<file path="config.mk">
export PLATFORM = sky130hd
export DESIGN_NAME = mbr_mem_if_flat
export DESIGN_NICKNAME = d
export VERILOG_FILES = /design/src/rtl/cpu_ctrl_pkg.sv /design/src/rtl/mbr_mem_if_if.sv /design/src/rtl/mem_wait_timer.sv /design/src/rtl/mbr.sv /design/src/flat_wrapper.sv
export SDC_FILE = /design/constraint.sdc
export NUM_CORES = 1
export LEC_CHECK = 0
export ABC_AREA = 1
export BUFFER_PORTS_ARGS = -buffer_cell sky130_fd_sc_hd__clkbuf_2
export CAP_MARGIN = 20
export CELL_PAD_IN_SITES_DETAIL_PLACEMENT = 2
export CELL_PAD_IN_SITES_GLOBAL_PLACEMENT = 2
export CORE_ASPECT_RATIO = 0.8
export CORE_MARGIN = 5
export CORE_UTILIZATION = 26
export DETAILED_ROUTE_END_ITERATION = 16
export PLACE_DENSITY = 0.86
export SLEW_MARGIN = 20
export SYNTH_ARGS = -nofsm -noshare
export SYNTH_HDL_FRONTEND = slang
export SYNTH_HIERARCHICAL = 1
export SYNTH_SLANG_ARGS = --single-unit
</file>
<file path="constraint.sdc">
create_clock -name clk -period 3.9 [get_ports clk]
set_input_delay 0.195 -clock clk [delete_from_list [all_inputs] [get_ports clk]]
set_output_delay 0.195 -clock clk [all_outputs]
set_load 0.03 [all_outputs]
</file>
<file path="src/rtl/cpu_ctrl_pkg.sv">
// Control-word bit positions and memory-interface FSM encoding shared by the
// CU-side blocks of the CPU.
package cpu_ctrl_pkg;

    localparam int CTRL_W       = 16;
    localparam int CTRL_RD      = 0;
    localparam int CTRL_WR      = 1;
    localparam int CTRL_LDA     = 2;
    localparam int CTRL_BR_LD   = 8;
    localparam int CTRL_CLR_ERR = 9;

    typedef enum logic [1:0] {
        ST_IDLE    = 2'd0,
        ST_RD_WAIT = 2'd1,
        ST_WR_WAIT = 2'd2
    } mem_state_e;

    typedef enum logic [1:0] {
        CMD_NONE = 2'd0,
        CMD_RD   = 2'd1,
        CMD_WR   = 2'd2,
        CMD_LDA  = 2'd3
    } mem_cmd_e;

    // Fixed priority RD > WR > LDA; lower-priority bits in the same word are dropped.
    function automatic mem_cmd_e decode_cmd(input logic rd, input logic wr, input logic lda);
        if (rd)       return CMD_RD;
        else if (wr)  return CMD_WR;
        else if (lda) return CMD_LDA;
        else          return CMD_NONE;
    endfunction

endpackage

</file>
<file path="src/rtl/mbr_mem_if_if.sv">
// Memory bus between the MBR/memory interface (master) and the memory (slave).
interface mbr_mem_bus_if #(
    parameter int DW = 16,
    parameter int AW = 8
);
    logic          mem_req;
    logic          mem_we;
    logic [AW-1:0] mem_addr;
    logic [DW-1:0] mem_wdata;
    logic [DW-1:0] mem_rdata;
    logic          mem_ready;

    modport master (
        output mem_req, mem_we, mem_addr, mem_wdata,
        input  mem_rdata, mem_ready
    );

    modport slave (
        input  mem_req, mem_we, mem_addr, mem_wdata,
        output mem_rdata, mem_ready
    );
endinterface

</file>
<file path="src/rtl/mem_wait_timer.sv">
// Wait-cycle counter for memory accesses; expired flags the last permitted
// wait cycle (count == TIMEOUT-1).
module mem_wait_timer #(
    parameter int TIMEOUT = 15
) (
    input  logic clk,
    input  logic rst,
    input  logic clear,
    input  logic enable,
    output logic expired
);
    localparam int CW = (TIMEOUT > 1) ? $clog2(TIMEOUT) : 1;

    logic [CW-1:0] count_q;

    always_ff @(posedge clk) begin
        if (rst || clear) begin
            count_q <= '0;
        end else if (enable) begin
            count_q <= count_q + CW'(1);
        end
    end

    assign expired = (count_q == CW'(TIMEOUT - 1));
endmodule

</file>
<file path="src/rtl/mbr.sv">
// Memory buffer register and memory access sequencer: turns CU RD/WR/LDA
// microcommands into single memory transactions with a bounded wait.
module mbr_mem_if
    import cpu_ctrl_pkg::*;
#(
    parameter int DW      = 16,
    parameter int AW      = 8,
    parameter int TIMEOUT = 15
) (
    input  logic              clk,
    input  logic              rst,
    input  logic [CTRL_W-1:0] control_signals,
    input  logic [AW-1:0]     mar_addr,
    input  logic [DW-1:0]     acc2mbr,
    output logic [DW-1:0]     mbr2br,
    output logic              busy,
    output logic              done,
    output logic              timeout_err,
    mbr_mem_bus_if.master     mem
);
    mem_state_e    state_q, state_d;
    logic [DW-1:0] mbr_q, mbr_d;
    logic [AW-1:0] addr_q, addr_d;
    logic [DW-1:0] wdata_q, wdata_d;
    logic          req_q, req_d;
    logic          we_q, we_d;
    logic          done_q, done_d;
    logic          err_q, err_d;
    logic          tmr_clear, tmr_enable, tmr_expired;
    logic          timeout_hit;
    mem_cmd_e      cmd;
    logic          unused_ctrl;

    // Remaining control bits belong to other datapath blocks.
    assign unused_ctrl = ^control_signals;

    assign cmd = decode_cmd(control_signals[CTRL_RD], control_signals[CTRL_WR],
                            control_signals[CTRL_LDA]);

    mem_wait_timer #(.TIMEOUT(TIMEOUT)) u_timer (
        .clk     (clk),
        .rst     (rst),
        .clear   (tmr_clear),
        .enable  (tmr_enable),
        .expired (tmr_expired)
    );

    always_ff @(posedge clk) begin
        if (rst) begin
            state_q <= ST_IDLE;
            mbr_q   <= '0;
            addr_q  <= '0;
            wdata_q <= '0;
            req_q   <= 1'b0;
            we_q    <= 1'b0;
            done_q  <= 1'b0;
            err_q   <= 1'b0;
        end else begin
            state_q <= state_d;
            mbr_q   <= mbr_d;
            addr_q  <= addr_d;
            wdata_q <= wdata_d;
            req_q   <= req_d;
            we_q    <= we_d;
            done_q  <= done_d;
            err_q   <= err_d;
        end
    end

    always_comb begin
        state_d     = state_q;
        mbr_d       = mbr_q;
        addr_d      = addr_q;
        wdata_d     = wdata_q;
        req_d       = req_q;
        we_d        = we_q;
        done_d      = 1'b0;
        tmr_clear   = 1'b0;
        tmr_enable  = 1'b0;
        timeout_hit = 1'b0;

        unique case (state_q)
            ST_IDLE: begin
                unique case (cmd)
                    CMD_RD: begin
                        addr_d    = mar_addr;
                        req_d     = 1'b1;
                        we_d      = 1'b0;
                        tmr_clear = 1'b1;
                        state_d   = ST_RD_WAIT;
                    end
                    CMD_WR: begin
                        addr_d    = mar_addr;
                        wdata_d   = mbr_q;
                        req_d     = 1'b1;
                        we_d      = 1'b1;
                        tmr_clear = 1'b1;
                        state_d   = ST_WR_WAIT;
                    end
                    CMD_LDA:  mbr_d = acc2mbr;
                    default:  ;
                endcase
            end
            // Ready on the expiry cycle still completes the access.
            ST_RD_WAIT: begin
                if (mem.mem_ready) begin
                    mbr_d   = mem.mem_rdata;
                    req_d   = 1'b0;
                    done_d  = 1'b1;
                    state_d = ST_IDLE;
                end else if (tmr_expired) begin
                    req_d       = 1'b0;
                    timeout_hit = 1'b1;
                    state_d     = ST_IDLE;
                end else begin
                    tmr_enable = 1'b1;
                end
            end
            ST_WR_WAIT: begin
                if (mem.mem_ready) begin
                    req_d   = 1'b0;
                    we_d    = 1'b0;
                    done_d  = 1'b1;
                    state_d = ST_IDLE;
                end else if (tmr_expired) begin
                    req_d       = 1'b0;
                    we_d        = 1'b0;
                    timeout_hit = 1'b1;
                    state_d     = ST_IDLE;
                end else begin
                    tmr_enable = 1'b1;
                end
            end
            default: state_d = ST_IDLE;
        endcase

        // CLR_ERR acts in every state; a simultaneous timeout takes precedence.
        if (timeout_hit) begin
            err_d = 1'b1;
        end else if (control_signals[CTRL_CLR_ERR]) begin
            err_d = 1'b0;
        end else begin
            err_d = err_q;
        end
    end

    assign busy          = (state_q != ST_IDLE);
    assign done          = done_q;
    assign timeout_err   = err_q;
    assign mbr2br        = mbr_q;
    assign mem.mem_req   = req_q;
    assign mem.mem_we    = we_q;
    assign mem.mem_addr  = addr_q;
    assign mem.mem_wdata = wdata_q;
endmodule

</file>
<file path="src/flat_wrapper.sv">
// flat-port wrapper written by rule: the top's interface ports become plain ports
module mbr_mem_if_flat import cpu_ctrl_pkg::*;
#(
    parameter int DW      = 16,
    parameter int AW      = 8,
    parameter int TIMEOUT = 15
)
  (clk, rst, control_signals, mar_addr, acc2mbr, mbr2br, busy, done, timeout_err, mem_mem_req, mem_mem_we, mem_mem_addr, mem_mem_wdata, mem_mem_rdata, mem_mem_ready);
  mbr_mem_bus_if #(.DW(DW), .AW(AW)) mem_i ();
  input  logic clk;
  input  logic rst;
  input  logic [CTRL_W-1:0] control_signals;
  input  logic [AW-1:0] mar_addr;
  input  logic [DW-1:0] acc2mbr;
  output logic [DW-1:0] mbr2br;
  output logic busy;
  output logic done;
  output logic timeout_err;
  output wire logic [$bits(mem_i.mem_req)-1:0] mem_mem_req;
  output wire logic [$bits(mem_i.mem_we)-1:0] mem_mem_we;
  output wire logic [$bits(mem_i.mem_addr)-1:0] mem_mem_addr;
  output wire logic [$bits(mem_i.mem_wdata)-1:0] mem_mem_wdata;
  input wire logic [$bits(mem_i.mem_rdata)-1:0] mem_mem_rdata;
  input wire logic [$bits(mem_i.mem_ready)-1:0] mem_mem_ready;
  assign mem_mem_req = mem_i.mem_req;
  assign mem_mem_we = mem_i.mem_we;
  assign mem_mem_addr = mem_i.mem_addr;
  assign mem_mem_wdata = mem_i.mem_wdata;
  assign mem_i.mem_rdata = mem_mem_rdata;
  assign mem_i.mem_ready = mem_mem_ready;
  mbr_mem_if #(.DW(DW), .AW(AW), .TIMEOUT(TIMEOUT)) u_core (.clk(clk), .rst(rst), .control_signals(control_signals), .mar_addr(mar_addr), .acc2mbr(acc2mbr), .mbr2br(mbr2br), .busy(busy), .done(done), .timeout_err(timeout_err), .mem(mem_i));
endmodule
</file>
==> results of run 1 <==
## layout make-up
class	instances	share of cell area (%)
flip-flops and latches	50	34.5
inverters	44	5.74
clock inverters	2	1.30
well taps	112	4.84
multi-input cells	208	35.1
clock buffers	6	2.50
repair buffers	92	16.0
## state kept, by name (all words and copies together) (netlist names)
register and cells:
u_core/mbr2br 16, u_core/mem.mem_wdata 16, u_core/mem.mem_addr 8, u_core/u_timer/count_q 4
u_core/state_q 2, u_core/done 1, u_core/mem.mem_req 1, u_core/mem.mem_we 1
u_core/timeout_err 1
## logic make-up after synthesis
kind of cell / count (synthesis) / share of synthesized area (%)
simple gates: 110 / 20.2
compound gates: 89 / 19.8
buf+inv: 57 / 10.8
flops: 50 / 44.2
fa+ha+maj: 9 / 4.98
## worst paths after layout
| check | slack (ns) | start | to | cells past startpoint |
|---|---|---|---|---|
| worst max-delay path | 1.81 | u_core/state_q[1]$_SDFFE_PP0P_ | u_core/u_timer/count_q[1]$_SDFFE_PP0P_ | 7 |
| worst max register to register | 1.81 | u_core/state_q[1]$_SDFFE_PP0P_ | u_core/u_timer/count_q[1]$_SDFFE_PP0P_ | 7 |
| worst min-delay path | 0.13 | rst | u_core/timeout_err$_SDFFE_PP0P_ | 2 |
| worst min register to register | 0.47 | u_core/mbr2br[2]$_SDFFE_PP0P_ | u_core/mem.mem_wdata[2]$_SDFFE_PP0P_ | 2 |
## power breakdown
group / internal (µW) / switching (µW)
clock network: 192 / 174
registers: 576 / 43.9
logic: 144 / 349
total: 912 / 567
## metal layers
metal	vias up	part of all wire [%]	wire, µm
met5	-	0	0
met4	0	0.81	60
met3	5	4.3	317
met2	45	52	3840
met1	1098	43	3220
li1	1169	-	-
## worst max-delay path, cell delays in order (launching register included)
cell      delay, ns
dfxtp_1        0.37
inv_1          0.08
ha_1           0.29
nand2_1        0.32
clkinv_1       0.33
nor2_1         0.34
o21ai_0        0.15
a21oi_1        0.13
## cells in the mapped netlist
| master | n | share of area, % |
|---|---|---|
| nor2_1 | 57 | 9.5 |
| nand2_4 | 2 | 1.0 |
| clkinv_2 | 1 | 0.22 |
| buf_8 | 1 | 0.66 |
| buf_4 | 1 | 0.33 |
| buf_2 | 5 | 1.1 |
| buf_6 | 1 | 0.50 |
| nor2_2 | 1 | 0.28 |
| clkbuf_1 | 3 | 0.50 |
| nand3_1 | 6 | 1.3 |
| buf_1 | 2 | 0.33 |
| nand3b_1 | 1 | 0.33 |
| clkinv_1 | 1 | 0.17 |
| ha_1 | 9 | 5.0 |
| inv_2 | 1 | 0.17 |
| nand2_1 | 37 | 6.1 |
| a21oi_1 | 31 | 6.9 |
| and3_1 | 2 | 0.55 |
| dfxtp_1 | 50 | 44 |
| o21bai_1 | 1 | 0.33 |
| o21ai_0 | 44 | 9.7 |
| nand2_2 | 4 | 1.1 |
| inv_1 | 41 | 6.8 |
| o21ai_1 | 13 | 2.9 |
## cells in the final DEF (no fill, tap or decap), drive strengths merged
master     n
ha         9
o21ai     57
nand2     43
clkinv     2
o21bai     1
nand3      6
clkinvlp   1
and3       2
inv       42
buf        1
nand3b     1
a21oi     31
nor2      58
bufinv     1
dfxtp     50
clkbuf    97
## metrics by stage
stage               cells  hold WS (ns)
floorplan             315         0.264
global placement      506         0.433
detailed placement    506         0.451
CTS                   514         0.119
global route          514         0.133
finish                514         0.133
==> results.yml, run 1 <==
status:
  outcome: "finished, final reports clean"
synth:
  synth_nets: 383
  avgSynthCellArea_um2: 7.18
  synth_area_um2: 2260
  syn_inst: 315
  ys_types: 24
  ys_ff_latch: 50
  yosysSeqAreaShare_pct: 44.2
  yosysWarnings: 6
layout:
  postLayoutCoreUtil_pct: 34.2
  nets: 469
  synthToLayoutAreaGrowth_pct: 28.1
  diodes: 0
  drive_gt1_share_pct: 27.1
  multi_input_area_um2: 1020
  nFillCells: 1066
  final_area_um2: 2900
  seqCellArea_um2: 1000
timing:
  tns_ns: 0
  min_period_ns: 2.09
  grt_setup_unrepaired: "false"
  drv_slew: 0
  tightest_slew_ns: 0.707
  max-slew-margin-rel_pct: 52.8
  fmax_mhz: 479
  setup_ws_ns: 1.81
  hold_viol: 0
  timing.final.crit_share_pct: 53.5
  setup_violations: 0
  clock_skew_ns: 0.00574
pwr:
  cellPowerDensity_nw_per_um2: 510
  power.leakage_uw: 0.00142
  vdd_drop_max_v: 0.000237
  total_power_uw: 1480
floorplan:
  initial_core_util_pct: 26.7
  die_x_um: 114
  io_pins: 104
  die_area_um2: 10700
  die_h_um: 93.4
  core-area_um2: 8480
  rows: 30
placed_design:
  numPortBuffers: 91
  post-place-ws_ns: 1.66
  dp_hpwl_um: 5830
  place_area_um2: 2790
  place.gp.congestion: 0.742
global_routing:
  grt_use_total_pct: 14.3
  met1_usage_pct: 16.6
  grt_max_degree: 44
  grt-ovfl-total: 0
  met2_usage_pct: 26.9
  top_usage_layer: "met2"
  grt_antenna_before_repair: 0
  grt_pass1_wl_um: 12400
  grt_pass1_vias: 2602
  globalRouteMet3Util_pct: 2.91
worst_setup_path:
  start_kind: "flip-flop"
  worstSetupPathType: "flip-flop to flip-flop"
  worstPathArrival_ns: 2.32
  cp-end-kind: "flip-flop"
  cp_data_required_time_ns: 4.13
  crit_fanout: 10
flow_run:
  cap_violations: 0
route:
  vias: 2317
  drc: 0
  via_per_inst: 4.51
  drt_iter0_markers: 47
  ant_nets: 0
  wl_um: 7440
  wl_per_cell_um: 14.5
  dr.pass1.iters: 4
clocking:
  cts_tree: "done"
  postCtsResizedCells: 0
  htreeDepth: 2
  clk_root_buffer_cell: "clkbuf_8"
  cts_max_path_buffers: 2
  cts_hold_buf: 0
  cts_sinks: 50
  clkLatencyLatePin_ns: 0.30
  cts_setup_buffers: 0
  numCtsBuffers: 5
  clk_pin_slew_worst_paths_ns: 0.09
hold_path:
  min_path_type: "primary input to flip-flop"
No activity file was read; power rests on OpenSTA's default activity.
==> inputs of run 2 (changes only) <==
--- a/config.mk
+++ b/config.mk
@@ -5,16 +5,16 @@
 export SDC_FILE = /design/constraint.sdc
 export NUM_CORES = 1
 export LEC_CHECK = 0
-export ABC_AREA = 1
+export ABC_AREA = 0
 export BUFFER_PORTS_ARGS = -buffer_cell sky130_fd_sc_hd__clkbuf_2
 export CAP_MARGIN = 20
 export CELL_PAD_IN_SITES_DETAIL_PLACEMENT = 2
 export CELL_PAD_IN_SITES_GLOBAL_PLACEMENT = 2
 export CORE_ASPECT_RATIO = 0.8
 export CORE_MARGIN = 5
-export CORE_UTILIZATION = 26
+export CORE_UTILIZATION = 23
 export DETAILED_ROUTE_END_ITERATION = 16
-export PLACE_DENSITY = 0.86
+export PLACE_DENSITY = 0.76
 export SLEW_MARGIN = 20
 export SYNTH_ARGS = -nofsm -noshare
 export SYNTH_HDL_FRONTEND = slang
==> constraint.sdc (replaced) <==
create_clock -name clk -period 1.9 [get_ports clk]
set_input_delay 0.095 -clock clk [delete_from_list [all_inputs] [get_ports clk]]
set_output_delay 0.095 -clock clk [all_outputs]
set_load 0.03 [all_outputs]
==> results.yml, run 2 <==
layout:
  nets: 411
  synthToLayoutAreaGrowth_pct: 34.9
  final_cell_mix: "clkbuf_2, nand2_1, dfxtp_1"
  final_common_cell: "clkbuf_2"
  postLayoutCoreUtil_pct: 31.4
  diodes: 0
  drive_gt1_share_pct: 37.5
synth:
  syn_inst: 249
  muxShareOfSynthArea_pct: 8.36
  ys_types: 34
  yosysTopAreaCell: "dfxtp_1"
  synthXorXnorAreaFrac_pct: 0.393
  yosys.area_share.simple_pct: 14.4
  synth_edf_count: 0
  synth_top_family_by_area: "compound AO/OA/AOI/OAI gates"
  synthAdderAreaFrac_pct: 5.05
  synthTopCellsByCount: "dfxtp_1, nand2_1, a21oi_1, mux2i_1, a211oi_2"
  synth_top_cell_area_share_pct: 44.9
  synth_nets: 317
  yosysWarnings: 6
  ys_ff_latch: 50
  yosysSeqAreaShare_pct: 44.9
  avgSynthCellArea_um2: 8.95
  synthArstFlopShare_pct: 0
  synth_area_um2: 2230
  synth_top_flop_cell: "dfxtp_1"
  synth_compound_area_share_pct: 21.0
  yosys-top-cells-area: "dfxtp_1, a21oi_1, nand2_1"
timing:
  setup_violations: 0
  tightest_slew_ns: 0.310
  timing.final.crit_share_pct: 96.0
  max-slew-margin-rel_pct: 79.4
  tns_ns: 0
  fmax_mhz: 548
  drv_slew: 0
  grt_setup_unrepaired: "false"
  min_period_ns: 1.82
  hold_viol: 0
  clock_skew_ns: 0.00252
global_routing:
  grt-ovfl-total: 0
  grt_pass1_wl_um: 11700
  grt_use_total_pct: 12.4
  grt_antenna_before_repair: 0
  grt_max_degree: 23
  grt_pass1_vias: 2273
route:
  met1Wirelength_um: 3240
  dr.pass1.iters: 4
  wl_per_cell_um: 15.9
  wl_met2_um: 3790
  drt_iter0_markers: 40
  top_layer: "met4"
  routed-wl-met3_um: 314
  ant_nets: 0
  wl_um: 7370
  drc: 0
  vias: 2098
  via_per_inst: 4.53
placed_design:
  place.gp.congestion: 0.729
  dp_hpwl_um: 5840
  numPortBuffers: 91
hold_path:
  hold_end: "u_core/mem.mem_addr[5]$_SDFFE_PP0P_"
  hold_start: "mar_addr[5]"
  min_path_cells: 3
  min_path_type: "primary input to flip-flop"
worst_setup_path:
  cp-end-kind: "flip-flop"
  worstSetupPathType: "flip-flop to flip-flop"
  crit_fanout: 5
  worstPathArrival_ns: 1.99
  cp_data_required_time_ns: 2.07
  crit_path_top_delay_cell: "or3b_4"
  r2r_cells: 7
  max_stage_delay_ns: 0.44
  start_kind: "flip-flop"
  cp_top_family: "simple AND/OR/NAND/NOR gates"
  regToRegSetupSlack_ns: 0.08
  r2r_end: "u_core/u_timer/count_q[3]$_SDFFE_PP0P_"
  crit_chain: "inv_1 -> ha_1 -> and3_1 -> or3b_4 -> inv_2 -> nand4_1 -> mux2_1"
  timing.rr.start: "u_core/u_timer/count_q[0]$_SDFFE_PP0P_"
  crit_buf_inv: 2
pwr:
  power.leakage_uw: 0.00131
  swShare_pct: 32.3
  power_frac_clock_pct: 32.7
  cellPowerDensity_nw_per_um2: 1020
  seqPwrFrac_pct: 39.9
  p_int_uw: 2070
  vdd_drop_max_v: 0.000344
  power_frac_comb_pct: 27.5
  p_sw_uw: 988
floorplan:
  io_pins: 104
  die_x_um: 120
  initial_core_util_pct: 23.3
  die_h_um: 98.1
  die_area_um2: 11800
  rows: 32
  core-area_um2: 9570
clocking:
  cts_tree: "done"
  cts_max_path_buffers: 2
  clk_root_buffer_cell: "clkbuf_16"
  cts_hold_buf: 0
  numCtsBuffers: 5
  clk_pin_slew_worst_paths_ns: 0.06
  cts_sinks: 50
  clkLatencyLatePin_ns: 0.28
  htreeDepth: 2
status:
  outcome: "finished, final reports clean"
flow_run:
  cap_violations: 0
-- run 2: cell count changes in the layout (fill, tap and decap cells not counted), moves of 9 or more --
cell      delta
a211oi_1     +9
buf_4       +12
nand2_1     +13
o21ai_0     -41
o21ai_1     -13
a211oi_2    +10
inv_1       -32
mux2i_1     +16
nor2_1      -52
a21oi_1     +15
-- run 2: per-stage QoR --
stage / std cells / power (µW) / hold slack (ns) / instance area, µm² / setup WS, ns
floorplan: 249 / 1810 / 0.216 / 2230 / 0.0936
global placement: 455 / 2060 / 0.321 / 2840 / 0.132
detailed placement: 455 / 2090 / 0.329 / 2840 / 0.0737
CTS: 463 / 3100 / 0.0279 / 3000 / 0.0361
global route: 463 / 3220 / 0.0346 / 3010 / 0.00771
finish: 463 / 3050 / 0.0330 / 3010 / 0.0757
-- run 2: what timing repair did --
item | 4_1_cts | 5_1_grt
buffers inserted | 0 | 0
gates resized for setup | 0 | 3
setup endpoints to repair | 0 | 3
-- run 2: kinds of logic after synthesis --
logic type,after synthesis
AO/OA/AOI/OAI,72
AND/OR/NAND/NOR,72
flip-flops,50
buffers and inverters,27
multiplexers,18
adder cells (fa/ha/maj),9
XOR/XNOR,1
-- run 2: cell type report --
cell class / count / area, µm²
fill: 1130 / 6560
multi-input combinational: 172 / 1100
sequential: 50 / 1000
tap: 119 / 149
inverter: 10 / 37.5
clock inverter: 1 / 30.0
clock buffer: 7 / 133
timing repair buffer: 104 / 553
-- run 2: how the worst max path moves through the flow --
| stage | startpoint | end | slack [ns] | cells after the start |
|---|---|---|---|---|
| 2_1_floorplan | u_core/u_timer/count_q[0]$_SDFFE_PP0P_ | u_core/u_timer/count_q[3]$_SDFFE_PP0P_ | 0.09 | 7 |
| 3_3_place_gp | u_core/u_timer/count_q[0]$_SDFFE_PP0P_ | u_core/u_timer/count_q[3]$_SDFFE_PP0P_ | 0.13 | 7 |
| 3_5_place_dp | u_core/u_timer/count_q[0]$_SDFFE_PP0P_ | u_core/u_timer/count_q[3]$_SDFFE_PP0P_ | 0.07 | 7 |
| 4_1_cts | u_core/state_q[0]$_SDFFE_PP0P_ | u_core/u_timer/count_q[1]$_SDFFE_PP0P_ | 0.04 | 6 |
| 5_1_grt | u_core/state_q[1]$_SDFFE_PP0P_ | u_core/u_timer/count_q[3]$_SDFFE_PP0P_ | 0.008 | 6 |
| 6_report | u_core/u_timer/count_q[0]$_SDFFE_PP0P_ | u_core/u_timer/count_q[3]$_SDFFE_PP0P_ | 0.08 | 7 |
-- run 2: power by group through the flow --
stage / combinational [µW] / sequential, µW / clock [µW]
global placement: 824 / 1240 / 0
CTS: 853 / 1220 / 1030
finish: 839 / 1220 / 997
detailed placement: 850 / 1240 / 0
floorplan: 400 / 1410 / 0
global route: 910 / 1240 / 1070
-- run 2: per-layer routing --
layer | up-vias | GRT usage (%)
li1 | 1039 | -
met3 | 2 | 3.13
met1 | 1011 | 15.1
met5 | - | 0
met2 | 46 | 22.4
met4 | 0 | 1.85
-- run 2: worst reg2reg max path: stages (launching register included) --
cell	delay, ns
dfxtp_1	0.34
inv_1	0.05
ha_1	0.19
and3_1	0.22
or3b_4	0.44
inv_2	0.07
nand4_1	0.09
mux2_1	0.32
